## src/rtl/nec_ir_tx.sv

```systemverilog
// NEC infrared remote-control transmitter.
// Accepts address/command words over a valid/ready handshake and sends each
// one as a complete NEC frame. A frame is a leader, 32 data bits LSB-first
// and a stop mark, followed by a gap that pads the frame to FRAME_UNITS
// units. Marks are modulated with the carrier on txd.
// Ports:
//   clk, rst_n             - system clock, async active-low reset
//   tx_valid / tx_ready    - request handshake
//   tx_repeat              - sampled at accept, sends a repeat frame
//   tx_addr, tx_cmd        - address (high byte used when EXTENDED=1), command
//   txd                    - modulated IR drive (XOR TXD_INV)
//   tx_active              - unmodulated mark envelope
//   busy                   - ~tx_ready
//   done                   - pulse on the last cycle of the stop mark
module nec_ir_tx #(
    parameter int unsigned CLK_HZ      = 12000000,
    parameter int unsigned CARRIER_HZ  = 38000,
    parameter bit          EXTENDED    = 1'b0,
    parameter int unsigned FRAME_UNITS = 192,
    parameter bit          TXD_INV     = 1'b0
) (
    input  logic        clk,
    input  logic        rst_n,
    input  logic        tx_valid,
    output logic        tx_ready,
    input  logic        tx_repeat,
    input  logic [15:0] tx_addr,
    input  logic [7:0]  tx_cmd,
    output logic        txd,
    output logic        tx_active,
    output logic        busy,
    output logic        done
);

    localparam int unsigned HALF = CLK_HZ / (2 * CARRIER_HZ);
    localparam int unsigned UNIT = 32'(64'(CLK_HZ) * 64'd9 / 64'd16000);
    localparam int unsigned TW   = $clog2(UNIT + 1);
    localparam int unsigned CW   = $clog2(2 * HALF + 1);
    localparam int unsigned FW   = $clog2(FRAME_UNITS + 256);
    localparam int unsigned UW   = 5;

    if (HALF < 1) begin : g_chk_half
        $error("nec_ir_tx: carrier half-period must be at least one clock");
    end
    if (UNIT < 1) begin : g_chk_unit
        $error("nec_ir_tx: NEC unit must be at least one clock");
    end

    typedef enum logic [2:0] {
        S_IDLE, S_LEAD_MARK, S_LEAD_SPACE, S_BIT_MARK, S_BIT_SPACE, S_STOP_MARK, S_GAP
    } state_e;

    state_e          state_q, state_d;
    logic [TW-1:0]   tick_q, tick_d;
    logic [UW-1:0]   unit_q, unit_d;
    logic [FW-1:0]   frame_q, frame_d;
    logic [5:0]      bit_q, bit_d;
    logic [CW-1:0]   carr_q, carr_d;
    logic [31:0]     data_q, data_d;
    logic            rpt_q, rpt_d;
    logic            tx_ready_q, tx_ready_d;
    logic            busy_q, busy_d;
    logic            done_q, done_d;
    logic            tx_active_q, tx_active_d;
    logic            txd_q, txd_d;
    logic            accept;
    logic            unit_end;
    logic            state_end;
    logic            mark_d;
    logic [UW-1:0]   dur;

    assign accept    = tx_valid && tx_ready_q;
    assign tx_ready  = tx_ready_q;
    assign busy      = busy_q;
    assign done      = done_q;
    assign tx_active = tx_active_q;
    assign txd       = txd_q;

    // State and datapath registers; outputs are registered from next-state values.
    always_ff @(posedge clk or negedge rst_n) begin
        if (!rst_n) begin
            state_q     <= S_IDLE;
            tick_q      <= '0;
            unit_q      <= '0;
            frame_q     <= '0;
            bit_q       <= '0;
            carr_q      <= '0;
            data_q      <= '0;
            rpt_q       <= 1'b0;
            tx_ready_q  <= 1'b1;
            busy_q      <= 1'b0;
            done_q      <= 1'b0;
            tx_active_q <= 1'b0;
            txd_q       <= TXD_INV;
        end else begin
            state_q     <= state_d;
            tick_q      <= tick_d;
            unit_q      <= unit_d;
            frame_q     <= frame_d;
            bit_q       <= bit_d;
            carr_q      <= carr_d;
            data_q      <= data_d;
            rpt_q       <= rpt_d;
            tx_ready_q  <= tx_ready_d;
            busy_q      <= busy_d;
            done_q      <= done_d;
            tx_active_q <= tx_active_d;
            txd_q       <= txd_d;
        end
    end

    // Next state, unit timing, bit sequencing and carrier phase.
    always_comb begin
        state_d = state_q;
        tick_d  = tick_q;
        unit_d  = unit_q;
        frame_d = frame_q;
        bit_d   = bit_q;
        data_d  = data_q;
        rpt_d   = rpt_q;
        carr_d  = carr_q;

        unit_end = (tick_q == TW'(UNIT - 1));

        // Length of the current state in units.
        case (state_q)
            S_LEAD_MARK:  dur = UW'(16);
            S_LEAD_SPACE: dur = rpt_q ? UW'(4) : UW'(8);
            S_BIT_SPACE:  dur = data_q[bit_q[4:0]] ? UW'(3) : UW'(1);
            default:      dur = UW'(1);
        endcase
        state_end = unit_end && (unit_q == dur - UW'(1));

        // Frame counter keeps running across states to time the gap.
        if (state_q != S_IDLE) begin
            tick_d = unit_end ? '0 : tick_q + TW'(1);
            if (unit_end) begin
                unit_d  = unit_q + UW'(1);
                frame_d = frame_q + FW'(1);
            end
            if (state_end) begin
                unit_d = '0;
            end
        end

        case (state_q)
            S_IDLE: begin
                if (accept) begin
                    state_d = S_LEAD_MARK;
                    tick_d  = '0;
                    unit_d  = '0;
                    frame_d = '0;
                    bit_d   = '0;
                    rpt_d   = tx_repeat;
                    data_d  = {~tx_cmd, tx_cmd,
                               EXTENDED ? tx_addr[15:8] : ~tx_addr[7:0],
                               tx_addr[7:0]};
                end
            end
            S_LEAD_MARK: begin
                if (state_end) state_d = S_LEAD_SPACE;
            end
            S_LEAD_SPACE: begin
                if (state_end) state_d = rpt_q ? S_STOP_MARK : S_BIT_MARK;
            end
            S_BIT_MARK: begin
                if (state_end) state_d = S_BIT_SPACE;
            end
            S_BIT_SPACE: begin
                if (state_end) begin
                    bit_d   = bit_q + 6'd1;
                    state_d = (bit_q == 6'd31) ? S_STOP_MARK : S_BIT_MARK;
                end
            end
            S_STOP_MARK: begin
                if (state_end) state_d = S_GAP;
            end
            S_GAP: begin
                // Leaves immediately when the frame already filled the period.
                if ((frame_q >= FW'(FRAME_UNITS)) ||
                    (unit_end && (frame_q + FW'(1) >= FW'(FRAME_UNITS)))) begin
                    state_d = S_IDLE;
                end
            end
            default: state_d = S_IDLE;
        endcase

        mark_d = (state_d == S_LEAD_MARK) || (state_d == S_BIT_MARK) ||
                 (state_d == S_STOP_MARK);

        // Carrier phase restarts on every mark entry so each mark starts high.
        if (!mark_d || (state_d != state_q)) begin
            carr_d = '0;
        end else if (carr_q == CW'(2 * HALF - 1)) begin
            carr_d = '0;
        end else begin
            carr_d = carr_q + CW'(1);
        end
    end

    // Output decode from next-state values so registered outputs align with state.
    always_comb begin
        tx_ready_d  = (state_d == S_IDLE);
        busy_d      = ~tx_ready_d;
        tx_active_d = mark_d;
        txd_d       = (mark_d && (carr_d < CW'(HALF))) ^ TXD_INV;
        done_d      = (state_d == S_STOP_MARK) && (tick_d == TW'(UNIT - 1));
    end

endmodule
```

## config.mk

```make
export PLATFORM = sky130hd
export DESIGN_NAME = nec_ir_tx
export DESIGN_NICKNAME = d
export VERILOG_FILES = /design/src/rtl/nec_ir_tx.sv
export SDC_FILE = /design/constraint.sdc
export NUM_CORES = 1
export LEC_CHECK = 0
export ABC_AREA = 1
export BUFFER_PORTS_ARGS = -buffer_cell sky130_fd_sc_hd__buf_4
export CAP_MARGIN = 10
export CORE_MARGIN = 2
export CORE_UTILIZATION = 55
export DETAILED_ROUTE_END_ITERATION = 8
export PLACE_DENSITY = 0.85
export SYNTH_ARGS = -nofsm -noshare
export SYNTH_HDL_FRONTEND = slang
export SYNTH_SLANG_ARGS = --single-unit
```

## constraint.sdc

```tcl
create_clock -name clk -period 3.34 [get_ports clk]
set_input_delay 0.167 -clock clk [delete_from_list [all_inputs] [get_ports clk]]
set_output_delay 0.167 -clock clk [all_outputs]
set_load 0.02 [all_outputs]
```

==> run summary, run 1 <==
# setup viols final: 0
Post-route ant nets: 0
Clock Tree Buf Depth: 2
RSZ-0062 raised after global routing: false
Total CTS buffers: 9
Clock Pin Slew Worst Setup and Hold Paths: 0.09 ns
DIE AREA: 8920 um^2
Least-Margin Pin Slew: 1.03 ns
First-iteration detailed-routing DRC count: 228
Hold_ws: -0.0377 ns
Pin count of the biggest net entering global routing: 84
Final Hold Fails: 34
# IOs: 33
Worst-path maximum fanout: 19
H-tree levels: 3
Wire length per cell: 13.3 um
Synth Flop Type: dfrtp_1
IO Port Bufs: 24
Final wirelength: 9.49 mm
R2R Setup Slk: 0.36 ns
N_diodes: 0
Maximum vdd drop: 0.000294 V
Cell mode on critical path: nand3_1
Vias: 3898
Hold Crit Class: input pin to asynchronous set/reset pin
Fillers: 680
Static leakage: 2.57 nW
Slowest cell on crit path: dfrtp_2
Core Region: 7810 um^2
CTS root buffer: clkbuf_8
Status: finished with violations
Slew Limit Fails: 0
Clock skew: 0.0143 ns
Crit path arrival time: 3.26 ns
Worst Setup Start Kind: flop
Global placer's final weighted congestion: 0.908
EDFF count, synth: 0
Cells after Synth: 580
DIE WIDTH: 94.4 um
Area Overhead vs Synth: 11.5%
Via/cell ratio: 5.45
Max_slew headroom: 0.317
Ys Warns: 0
Final worst path period share: 0.893
Overflow after GRT: 0
Fmax: 335 MHz
Setup_tns: 0 ns
Net Count, Synth: 617
Failing checks: hold timing
CP peak stage delay: 0.47 ns
Crit path kind: flop to flop
Min Clock Period, post-route: 2.98 ns
Hpwl dp: 6.68 mm
PD cells: 367 nW/um^2
Synth cell types: 40
Crit-path cells: buf_6, a21oi_1, o21ai_0, nand3_1, nand3_1, nand4_1, nand3_1, ha_1, inv_1, nand2_1, nand2_1, nand3_1, nand2_1, nand2_1, inv_2, nand3_4, o21ai_4, inv_2, nand2_2, nand3_1, nor2_1
Yosys reg bits: 83
# DRC: 0
First drt pass iteration count: 5
Initial Util: 0.576
Clk sink count: 83
Initial antenna violation count: 0
First-pass GRT wire length: 16.5 mm
CP endpoint kind: flop
Nets: 645
Vias in the first global route: 3777
Clock Latency Late Sink: 0.36 ns
Die Ht: 94.4 um
CTS tree: yes
Share of layout cells above drive strength 1: 0.121
Synth Cell Area: 4500 um^2
Sequential area share after synthesis: 0.462
Critical Path RT: 3.62 ns
Max cap viols: 0
Post-synth ARST share: 1.00
Post-Syn Area per Cell: 7.76 um^2
GR Util All Layers: 0.232
# rows: 32
Fin util: 0.643
==> stage by stage <==
stage	power [mW]	setup WS [ns]	hold slack, ns	instances	area (um^2)
floorplan	1.02	0.604	-0.129	580	4500
global placement	1.06	0.304	0.378	696	4770
detailed placement	1.06	0.176	0.383	696	4770
CTS	1.85	0.182	0.0151	713	4990
global route	1.89	0.0340	0.0246	715	5020
finish	1.84	0.357	-0.0377	715	5020
==> metal layers <==
layer | track usage | up-vias | share of wire
met3 | 0.0407 | 18 | 0.046
li1 | - | 1937 | -
met1 | 0.293 | 1842 | 0.44
met2 | 0.399 | 101 | 0.49
met5 | 0 | - | 0
met4 | 0.0906 | 0 | 0.020
==> Yosys cell counts, types with 9 or more instances <==
master	count	area, um^2
nand2_1	144	541
dfrtp_1	82	2050
inv_1	68	255
nor2_1	57	214
o21ai_0	46	230
nand3_1	43	215
a21oi_1	21	105
o21a_1	15	113
xor2_1	12	105
nand4_1	11	68.8
nor3_1	11	55.1
ha_1	9	113
==> layout make-up <==
type	instances	area, um^2	share of cell area
repair buffers	30	231	0.0461
well taps	102	128	0.0254
clock buffers	10	128	0.0254
repair inverters	1	7.51	0.00150
multi-input cells	406	2060	0.411
flip-flops and latches	83	2080	0.414
clock inverters	6	90.1	0.0180
inverters	77	293	0.0584
==> sequential cells by signal, summed over array words and instances (netlist names), 3 cells and up <==
| name | cells |
|---|---|
| data_q | 32 |
| carr_q | 9 |
| state_q | 3 |
| frame_q | 9 |
| tick_q | 13 |
| unit_q | 5 |
| bit_q | 6 |
==> placed cells by master (no fill, tap or decap), drive strengths merged, types with 3 or more instances in the layout <==
master,instances
nand3,45
clkinv,3
nand4,11
clkinvlp,3
ha,9
o21ai,48
buf,29
a21oi,21
nor3,12
nand2,148
nor2,62
o22ai,8
inv,76
xor2,12
o21a,15
clkbuf,10
dfrtp,82
==> repair_timing <==
| item | in CTS | in global routing |
|---|---|---|
| buffers inserted | 0 | 1 |
| gates resized for setup | 0 | 5 |
| endpoints found under the setup margin | 0 | 9 |
| hold buffers | 1 | 0 |
| endpoints found under the hold margin | 1 | 0 |
==> final timing paths <==
| check | to | start | cells after the start |
|---|---|---|---|
| min reg2reg | frame_q[5] | frame_q[5] | 1 |
| max | done | bit_q[0] | 21 |
| min | data_q[8] | rst_n | 1 |
| max in group asynchronous | bit_q[0] | rst_n | 1 |
| min in group clk | rpt_q | tx_repeat | 3 |
| max reg2reg | done | bit_q[0] | 21 |
==> cell families after synthesis <==
logic type | after synthesis | synth area share
and+or+nand+nor | 285 | 0.279
AOI/OAI and AO/OA | 99 | 0.128
buffers and inverters | 91 | 0.0804
DFF | 83 | 0.462
xor gates and xnor gates | 13 | 0.0253
adders and majority gates | 9 | 0.0250
==> where the power goes <==
part	switching, mW	leakage [nW]	internal (mW)
combinational	0.0217	1.50	0.0144
clock	0.377	0.106	0.423
sequential	0	0.968	1.00
==> worst max-delay path, delay by kind of cell (launching register included) <==
family	cells	cell delay, ns
AOI/OAI and AO/OA	3	0.53
adders and majority gates	1	0.25
and+or+nand+nor	13	1.26
DFF	1	0.47
buffers and inverters	4	0.42
No activity file was read; power rests on OpenSTA's default activity.
==> inputs of run 2 (changes only) <==
Settings changed: ABC_AREA 1 to default.
==> run 2 against run 1 <==
The flow finishes with violations (hold timing, setup timing). Die area shrank 1.7%. Via count fell by 0.41%. Area after synthesis shrank 1.8%. Critical path type unchanged. Largest power group unchanged.
==> run summary, run 2 <==
Pint: 2.28 mW
Final wirelength: 11.3 mm
# IOs: 33
Clock skew: 0.0196 ns
EDFF count, synth: 0
Max_slew headroom: 0.303
Share of layout cells above drive strength 1: 0.251
Initial antenna violation count: 0
Critical Path RT: 3.59 ns
Failing checks: hold timing, setup timing
Max cap viols: 0
RSZ-0062 raised after global routing: true
Hold Crit Class: input pin to asynchronous set/reset pin
Grt met3 use: 0.0516
Synth Flop Type: dfrtp_1
Sequential share of power: 0.445
Slew Limit Fails: 0
Fillers: 518
Fmax: 270 MHz
First-pass GRT wire length: 17.9 mm
Pin count of the biggest net entering global routing: 84
Worst-path maximum fanout: 5
Total CTS buffers: 9
DIE AREA: 8770 um^2
Top reg by flops: data_q
Clock Tree Buf Depth: 2
Clock group share of total power: 0.253
Met2 Track Usage GR: 0.424
# rows: 32
# setup viols final: 28
CP endpoint kind: flop
Post-route ant nets: 0
DIE WIDTH: 93.6 um
First drt pass iteration count: 7
# DRC: 0
Slowest cell on crit path: mux4_2
Maximum vdd drop: 0.000453 V
Fin util: 0.701
Hpwl dp: 6.59 mm
PnR worst setup slack: -0.364 ns
Synth top area cells: dfrtp_1 46%, nand2_1 7.1%, mux4_2 5.1%
CTS tree: yes
Net Count, Synth: 489
Hold_ws: -0.0110 ns
R2R Setup Slk: -0.36 ns
Crit-path cells: buf_6, mux4_2, mux4_2, mux2_4, nand2_4, ha_4, xor2_4, nor4_2, a22o_2, nor3_4, a31oi_2, or2_4, or3_1
Least-Margin Pin Slew: 1.04 ns
Nets: 546
Cell mode on critical path: mux4_2
Wire length per cell: 18.3 um
GR Util met1: 0.347
Static leakage: 2.43 nW
Clock Latency Late Sink: 0.36 ns
Via/cell ratio: 6.31
Clock Pin Slew Worst Setup and Hold Paths: 0.09 ns
Vias: 3882
Status: finished with violations
Combinational Power Share: 0.301
Crit path arrival time: 3.96 ns
Ys Warns: 0
Vias in the first global route: 3719
N_diodes: 0
Clk sink count: 83
Leading cell types in the layout, fill and taps excluded: 82 x nand2_1, 82 x dfrtp_1, 58 x buf_4
Sequential area share after synthesis: 0.470
Min Clock Period, post-route: 3.70 ns
Top-count cell post-synth: nand2_1
Final Hold Fails: 14
Post-synth ARST share: 1.00
Worst Setup Start Kind: flop
Die Ht: 93.6 um
Initial Util: 0.569
CTS root buffer: clkbuf_8
Area Overhead vs Synth: 23.2%
Crit path kind: flop to flop
Most frequent cells after synthesis: 84 x nand2_1, 82 x dfrtp_1, 35 x nor2_1
CP peak stage delay: 0.49 ns
Final worst path period share: 1.11
Top-area cell type share of the netlist area: 0.464
Crit-path leading delay family: multiplexers
Max FFs per register: 32
NetSw: 1.13 mW
Top Registers: data_q: 32 flops, tick_q: 13 flops
Cells after Synth: 452
Core Region: 7770 um^2
GR Util All Layers: 0.261
Yosys reg bits: 83
IO Port Bufs: 24
Global placer's final weighted congestion: 0.957
Synth area leader: dfrtp_1
Synth cell types: 63
PD cells: 627 nW/um^2
Sw Ratio: 0.333
Overflow after GRT: 0
Number of buffers and inverters on the critical path: 1
Gr busiest metal: met2
Post-Syn Area per Cell: 9.77 um^2
First-iteration detailed-routing DRC count: 429
Synth Cell Area: 4420 um^2
H-tree levels: 3
[run 2: cell types whose count changed in the layout (fill, tap and decap cells not counted), moves of 21 or more]
cell,previous run,this run
nand2_1,144,82
buf_4,28,58
nand3_1,43,22
nor2_1,56,34
inv_1,67,10
o21ai_0,46,18
[run 2: power groups by stage]
stage	clock network (mW)	registers [mW]	logic [mW]
3_3_place_gp	0	1.50	0.830
4_1_cts	0.870	1.50	0.937
2_1_floorplan	0	1.44	0.629
3_5_place_dp	0	1.52	0.873
6_report	0.864	1.52	1.03
5_1_grt	0.924	1.55	1.11
[run 2: cell type report]
cell class | count | area, um^2 | share of cell area
clock buffer | 9 | 124 | 0.0228
clock inverter | 6 | 113 | 0.0207
inverter | 10 | 37.5 | 0.00690
multi-input combinational | 339 | 2430 | 0.446
sequential | 83 | 2080 | 0.382
tap | 102 | 128 | 0.0234
timing repair buffer | 66 | 536 | 0.0984
[run 2: final timing paths]
check | endpoint | cells past startpoint | from
max in group asynchronous | carr_q[0] | 1 | rst_n
worst max register to register | busy | 13 | bit_q[0]
worst max-delay path | busy | 13 | bit_q[0]
min in group clk | data_q[6] | 3 | tx_addr[6]
worst min-delay path | frame_q[0] | 1 | rst_n
worst min register to register | data_q[10] | 1 | data_q[10]
[run 2: cells by family after synthesis]
family / share of synthesized area
and+or+nand+nor: 0.239
buffers and inverters: 0.0303
xor gates and xnor gates: 0.0496
muxes: 0.0558
DFF: 0.470
AOI/OAI and AO/OA: 0.129
adders and majority gates: 0.0255
[run 2: per-stage QoR]
step           setup WS [ns]  cell area [um^2]  total power [mW]  instances  setup TNS (ns)
2_1_floorplan         -0.246              4470              2.07        452          -0.411
4_1_cts               -0.260              5310              3.31        610           -3.96
6_report              -0.364              5440              3.41        615           -5.60
3_5_place_dp          -0.314              4900              2.39        586           -1.84
3_3_place_gp          -0.189              4900              2.34        586          -0.408
5_1_grt               -0.486              5440              3.59        615           -8.32
[run 2: layer usage]
layer	part of all wire	vias to the layer above
met3	0.068	52
met2	0.49	194
met4	0.036	0
li1	-	1731
met1	0.40	1905
met5	0	-
[run 2: repair_timing]
action	CTS	global route
pin swaps	13	9
gates resized for setup	22	16
setup endpoints to repair	26	28
hold endpoints to repair	2	0
buffers inserted	7	7
hold buffers	2	0
